File: src/rtl/id_ex_stage.sv
// ID/EX pipeline register with EX-stage operand forwarding, load-use hazard
// detection and a divide-by-zero flag computed on the forwarded divisor.
module id_ex_stage #(
    parameter int FWD_EN = 1
) (
    input  logic        clk,
    input  logic        reset,
    input  logic        stall,
    input  logic        flush,
    input  logic        id_valid,
    input  logic        id_regwrite,
    input  logic        id_memread,
    input  logic        id_alusrc,
    input  logic        id_uses_rt,
    input  logic [2:0]  id_alucon,
    input  logic [31:0] id_rs_data,
    input  logic [31:0] id_rt_data,
    input  logic [31:0] id_imm,
    input  logic [4:0]  id_rs,
    input  logic [4:0]  id_rt,
    input  logic [4:0]  id_rd,
    input  logic        exmem_regwrite,
    input  logic        memwb_regwrite,
    input  logic [4:0]  exmem_rd,
    input  logic [4:0]  memwb_rd,
    input  logic [31:0] exmem_result,
    input  logic [31:0] memwb_data,
    output logic        ex_valid,
    output logic        ex_regwrite,
    output logic        ex_memread,
    output logic [2:0]  ex_alucon,
    output logic [31:0] ex_data_a,
    output logic [31:0] ex_data_b,
    output logic [31:0] ex_store_data,
    output logic [4:0]  ex_rd,
    output logic        load_use_hazard,
    output logic        ex_div_zero
);

    logic        valid_reg, regwrite_reg, memread_reg, alusrc_reg;
    logic [2:0]  alucon_reg;
    logic [31:0] rs_data_reg, rt_data_reg, imm_reg;
    logic [4:0]  rs_reg, rt_reg, rd_reg;

    logic        valid_next, regwrite_next, memread_next, alusrc_next;
    logic [2:0]  alucon_next;
    logic [31:0] rs_data_next, rt_data_next, imm_next;
    logic [4:0]  rs_next, rt_next, rd_next;

    logic             bubble;
    logic [1:0][4:0]  src_num;
    logic [1:0][31:0] src_data;
    logic [1:0][31:0] fwd_data;

    assign load_use_hazard = valid_reg & memread_reg & (rd_reg != 5'd0)
                           & ((rd_reg == id_rs) | (id_uses_rt & (rd_reg == id_rt)))
                           & id_valid;

    assign bubble = flush | load_use_hazard;

    // A bubble also zeroes alusrc/rs/rt so a squashed slot can never pick up
    // a forwarded value and all outputs read zero.
    always_comb begin
        valid_next    = valid_reg;
        regwrite_next = regwrite_reg;
        memread_next  = memread_reg;
        alusrc_next   = alusrc_reg;
        alucon_next   = alucon_reg;
        rs_data_next  = rs_data_reg;
        rt_data_next  = rt_data_reg;
        imm_next      = imm_reg;
        rs_next       = rs_reg;
        rt_next       = rt_reg;
        rd_next       = rd_reg;
        if (bubble) begin
            valid_next    = 1'b0;
            regwrite_next = 1'b0;
            memread_next  = 1'b0;
            alusrc_next   = 1'b0;
            alucon_next   = 3'b000;
            rs_data_next  = 32'd0;
            rt_data_next  = 32'd0;
            imm_next      = 32'd0;
            rs_next       = 5'd0;
            rt_next       = 5'd0;
            rd_next       = 5'd0;
        end else if (!stall) begin
            valid_next    = id_valid;
            regwrite_next = id_regwrite;
            memread_next  = id_memread;
            alusrc_next   = id_alusrc;
            alucon_next   = id_alucon;
            rs_data_next  = id_rs_data;
            rt_data_next  = id_rt_data;
            imm_next      = id_imm;
            rs_next       = id_rs;
            rt_next       = id_rt;
            rd_next       = id_rd;
        end
    end

    always_ff @(posedge clk or posedge reset) begin
        if (reset) begin
            valid_reg    <= 1'b0;
            regwrite_reg <= 1'b0;
            memread_reg  <= 1'b0;
            alusrc_reg   <= 1'b0;
            alucon_reg   <= 3'b000;
            rs_data_reg  <= 32'd0;
            rt_data_reg  <= 32'd0;
            imm_reg      <= 32'd0;
            rs_reg       <= 5'd0;
            rt_reg       <= 5'd0;
            rd_reg       <= 5'd0;
        end else begin
            valid_reg    <= valid_next;
            regwrite_reg <= regwrite_next;
            memread_reg  <= memread_next;
            alusrc_reg   <= alusrc_next;
            alucon_reg   <= alucon_next;
            rs_data_reg  <= rs_data_next;
            rt_data_reg  <= rt_data_next;
            imm_reg      <= imm_next;
            rs_reg       <= rs_next;
            rt_reg       <= rt_next;
            rd_reg       <= rd_next;
        end
    end

    assign src_num[0]  = rs_reg;
    assign src_num[1]  = rt_reg;
    assign src_data[0] = rs_data_reg;
    assign src_data[1] = rt_data_reg;

    // Operand 0 is rs, operand 1 is rt; EX/MEM wins over MEM/WB, r0 never forwards.
    genvar gi;
    generate
        for (gi = 0; gi < 2; gi++) begin : g_fwd
            logic hit_exmem, hit_memwb;
            assign hit_exmem = (FWD_EN != 0) && exmem_regwrite
                             && (exmem_rd != 5'd0) && (exmem_rd == src_num[gi]);
            assign hit_memwb = (FWD_EN != 0) && memwb_regwrite
                             && (memwb_rd != 5'd0) && (memwb_rd == src_num[gi]);
            assign fwd_data[gi] = hit_exmem ? exmem_result
                                : hit_memwb ? memwb_data
                                : src_data[gi];
        end
    endgenerate

    assign ex_valid      = valid_reg;
    assign ex_regwrite   = regwrite_reg;
    assign ex_memread    = memread_reg;
    assign ex_alucon     = alucon_reg;
    assign ex_rd         = rd_reg;
    assign ex_data_a     = fwd_data[0];
    assign ex_data_b     = alusrc_reg ? imm_reg : fwd_data[1];
    assign ex_store_data = fwd_data[1];
    assign ex_div_zero   = valid_reg & (alucon_reg == 3'b011) & (ex_data_b == 32'd0);

endmodule

File: config.mk
export PLATFORM = sky130hd
export DESIGN_NAME = id_ex_stage
export DESIGN_NICKNAME = d
export VERILOG_FILES = /design/src/rtl/id_ex_stage.sv
export SDC_FILE = /design/constraint.sdc
export NUM_CORES = 1
export LEC_CHECK = 0
export BUFFER_PORTS_ARGS = -buffer_cell sky130_fd_sc_hd__buf_2
export CAP_MARGIN = 25
export CELL_PAD_IN_SITES_DETAIL_PLACEMENT = 1
export CELL_PAD_IN_SITES_GLOBAL_PLACEMENT = 2
export CORE_MARGIN = 2
export CORE_UTILIZATION = 30
export CTS_CLUSTER_DIAMETER = 120
export CTS_CLUSTER_SIZE = 14
export DETAILED_ROUTE_END_ITERATION = 12
export GPL_TIMING_DRIVEN = 0
export HOLD_SLACK_MARGIN = 0.12
export PLACE_DENSITY = 0.94
export SLEW_MARGIN = 10
export SYNTH_ARGS = -nofsm -noshare
export SYNTH_HDL_FRONTEND = slang
export SYNTH_SLANG_ARGS = --single-unit
export TNS_END_PERCENT = 5
File: constraint.sdc
create_clock -name clk -period 9.84 [get_ports clk]
set_input_delay 0.492 -clock clk [delete_from_list [all_inputs] [get_ports clk]]
set_output_delay 0.492 -clock clk [all_outputs]
set_load 0.05 [all_outputs]
==> qor.yml <==
p_int_mw: 1.130
p_clk_share_pct: 43.5
p_switching_uw: 561.3
nets: 1337
viasPerCell: 5.136
htreeDepth: 4
core_region_area_sq_mm: 0.02361
n_fill_cell: 2884
ant_nets: 0
antenna_found_initial: 12
cts.clk_slew.worst_paths_ns: 0.06
drc: 0
cts_tree: "built"
hpwl_um: 27270
outcome: "completed"
crit_top_cell: "clkbuf_1"
ir_drop_mv: 0.1159
ys_ff_latch: 118
hold_buffers: 0
startpoint: "rt_reg[1]$_DFFE_PP0P_"
grt_pass1_wl_um: 50250
grt_pass1_vias: 8139
yosysMostFrequentCell: "mux2i_1"
cts_sinks: 118
dr.pass1.iters: 4
grt_max_degree: 62
cp_max_fo: 10
synth_ff_type: "dfrtp_1"
crit_type: "register to primary output"
insertion_delay_ns: 0.42
dieHeight_um: 159.7
yosys-top-cells-area: "dfrtp_1 41%, mux2i_1 21%, nor2_1 6.8%"
postCtsSetupBuffers: 0
crit_chain: "xnor2_1, nand3_1, clkbuf_1, clkbuf_1, o31ai_1, a31oi_1, a21boi_1, nand4_1, or4_1, nor4_2, buf_2"
finalCritPeriodShare_pct: 46.37
async_reset_ff_share_pct: 100.0
leakagePower_nw: 5.097
slowest_delay_ns: 0.55
place_congestion: 0.8855
finalHoldViolCount: 0
syn_nets: 1009
r2r_setup_slack_ns: 6.60
dieWidth_um: 159.7
synthCells: 810
initial_utilization_pct: 30.81
drv_slew: 0
syn_avg_cell_area_sq_um: 8.981
drt-initial-drc-count: 428
die-area_sq_mm: 0.02551
end_kind: "primary output"
wl_um: 33840
max_freq_ghz: 0.2192
comb_power_share_pct: 24.8
drv_cap: 0
drive_above_1_share_pct: 32.32
ios: 308
worstSetupStartpointType: "register"
cp.arrival_ns: 4.07
num_vias: 7591
timing.rr.end: "rt_reg[3]$_DFFE_PP0P_"
r2r-start: "ex_rd[1]$_DFFE_PP0P_"
clockBufferDepth: 2
cp_slowest_cell: "or4_1"
powerDensity_mw_per_mm2: 169.7
pwr-share-seq_pct: 31.8
synth_area_sq_mm: 0.007274
fin_tns_setup_ns: 0
avgRoutedWirePerCell_um: 22.90
switching_share_pct: 33.19
worst_pin_slew_ns: 0.8637
track_usage_pct: 26.49
area_delta_synth_final_pct: 36.96
overflow: 0
synth_edf_count: 0
fin_crit_ns: 4.563
cts_resized: 0
crit_required_ns: 9.35
setup_viol: 0
r2r_cells: 9
cts_root_buf: "clkbuf_16"
synth_top_area_share_pct: 40.59
synth_top_area_cell: "dfrtp_1"
portBuffers: 306
ys_types: 45
relSlewSlack_pct: 42.42
skew_ns: 0.01051
ys_warn_count: 0
yosys-top-cells-count: "150 x mux2i_1, 131 x nor2_1, 118 x dfrtp_1"
utilization_pct: 42.19
yosysSeqAreaShare_pct: 40.59
hold_class: "input port to asynchronous set/reset pin"
rsz0062_at_grt: "false"
fp-row-count: 56
cts_buffers: 17
==> metal layers <==
layer	GRT usage (%)	routed length [um]	vias to the layer above
met3	6.987	2174	60
met2	45.22	16340	281
met1	31.90	14150	3742
met4	10.25	1121	8
li1	-	-	3500
met5	0	50	-
==> per-stage QoR <==
step | power (mW) | hold WS (ns) | setup slack, ns | instance area, sq um | cells
floorplan | 0.8063 | 0.4808 | 5.381 | 7274 | 810
global placement | 0.9539 | 0.4979 | 4.556 | 9205 | 1435
detailed placement | 0.9649 | 0.5139 | 5.509 | 9249 | 1437
CTS | 1.703 | 0.1564 | 5.328 | 9938 | 1469
global route | 1.752 | 0.1624 | 4.995 | 9948 | 1472
finish | 1.691 | 0.1319 | 5.277 | 9963 | 1478
==> layout make-up <==
| cell class | count | area [sq um] | share of cell area [%] |
|---|---|---|---|
| repair buffers | 309 | 1569 | 15.75 |
| multi-input cells | 593 | 3925 | 39.39 |
| plain buffers | 63 | 267.8 | 2.687 |
| well taps | 319 | 399.1 | 4.006 |
| clock inverters | 12 | 222.7 | 2.235 |
| diodes | 8 | 20.02 | 0.2009 |
| flip-flops and latches | 118 | 2953 | 29.64 |
| clock buffers | 20 | 466.7 | 4.684 |
| inverters | 36 | 140.1 | 1.407 |
==> cell usage in the layout, fill, tap and decap left out, types with 3 or more instances in the layout <==
| master | Yosys | final |
|---|---|---|
| nand2_1 | 79 | 79 |
| diode_2 | 0 | 8 |
| mux2i_1 | 150 | 150 |
| bufinv_16 | 0 | 6 |
| o31ai_1 | 21 | 21 |
| nor3_1 | 22 | 22 |
| nand3_1 | 5 | 5 |
| nand4_1 | 7 | 7 |
| nor2_1 | 131 | 131 |
| buf_2 | 4 | 311 |
| o21ai_0 | 33 | 33 |
| xnor2_1 | 19 | 19 |
| buf_4 | 3 | 3 |
| inv_1 | 35 | 34 |
| dfrtp_1 | 118 | 118 |
| clkbuf_1 | 51 | 51 |
| buf_1 | 3 | 3 |
| xor2_1 | 11 | 11 |
| a21oi_1 | 16 | 16 |
| clkinvlp_4 | 0 | 5 |
| clkbuf_8 | 0 | 3 |
| a311oi_1 | 3 | 3 |
| clkbuf_16 | 0 | 17 |
| or4_1 | 26 | 26 |
| a21boi_1 | 11 | 11 |
| a31oi_1 | 22 | 22 |
| nor4_1 | 4 | 3 |
| mux2_2 | 9 | 9 |
==> worst max-delay path, delay by kind of cell (launching register included) <==
kind | cells | cell delay, ns
simple gates | 4 | 1.15
buf+inv | 3 | 0.95
compound gates | 3 | 0.93
flops | 1 | 0.43
xor+xnor | 1 | 0.19
==> cells by family after synthesis <==
family                 count (synthesis)  share of synthesized area, %
AO/OA/AOI/OAI                        116                         10.39
XOR/XNOR                              30                         3.612
buffers and inverters                 99                         5.538
flip-flops                           118                         40.59
multiplexers                         159                         22.03
AND/OR/NAND/NOR                      288                         17.84
==> worst max path at each step <==
| stage | cells after the start | to | slack [ns] |
|---|---|---|---|
| 2_1_floorplan | 9 | ex_div_zero | 5.38 |
| 3_3_place_gp | 2 | rt_data_reg[24]$_DFFE_PP0P_ | 4.56 |
| 3_5_place_dp | 12 | ex_div_zero | 5.51 |
| 4_1_cts | 11 | ex_div_zero | 5.33 |
| 5_1_grt | 11 | ex_div_zero | 5.00 |
| 6_report | 11 | ex_div_zero | 5.28 |
==> power by group through the flow <==
stage                     registers [mW]  logic (mW)  clock network, mW
after floorplan                    0.543       0.263                  0
after global placement             0.544       0.410                  0
after detailed placement           0.545       0.419                  0
after CTS                          0.537       0.421              0.744
after global routing               0.540       0.445              0.767
final                              0.537       0.419              0.735
Note: power is estimated with default switching activity, not from simulation.
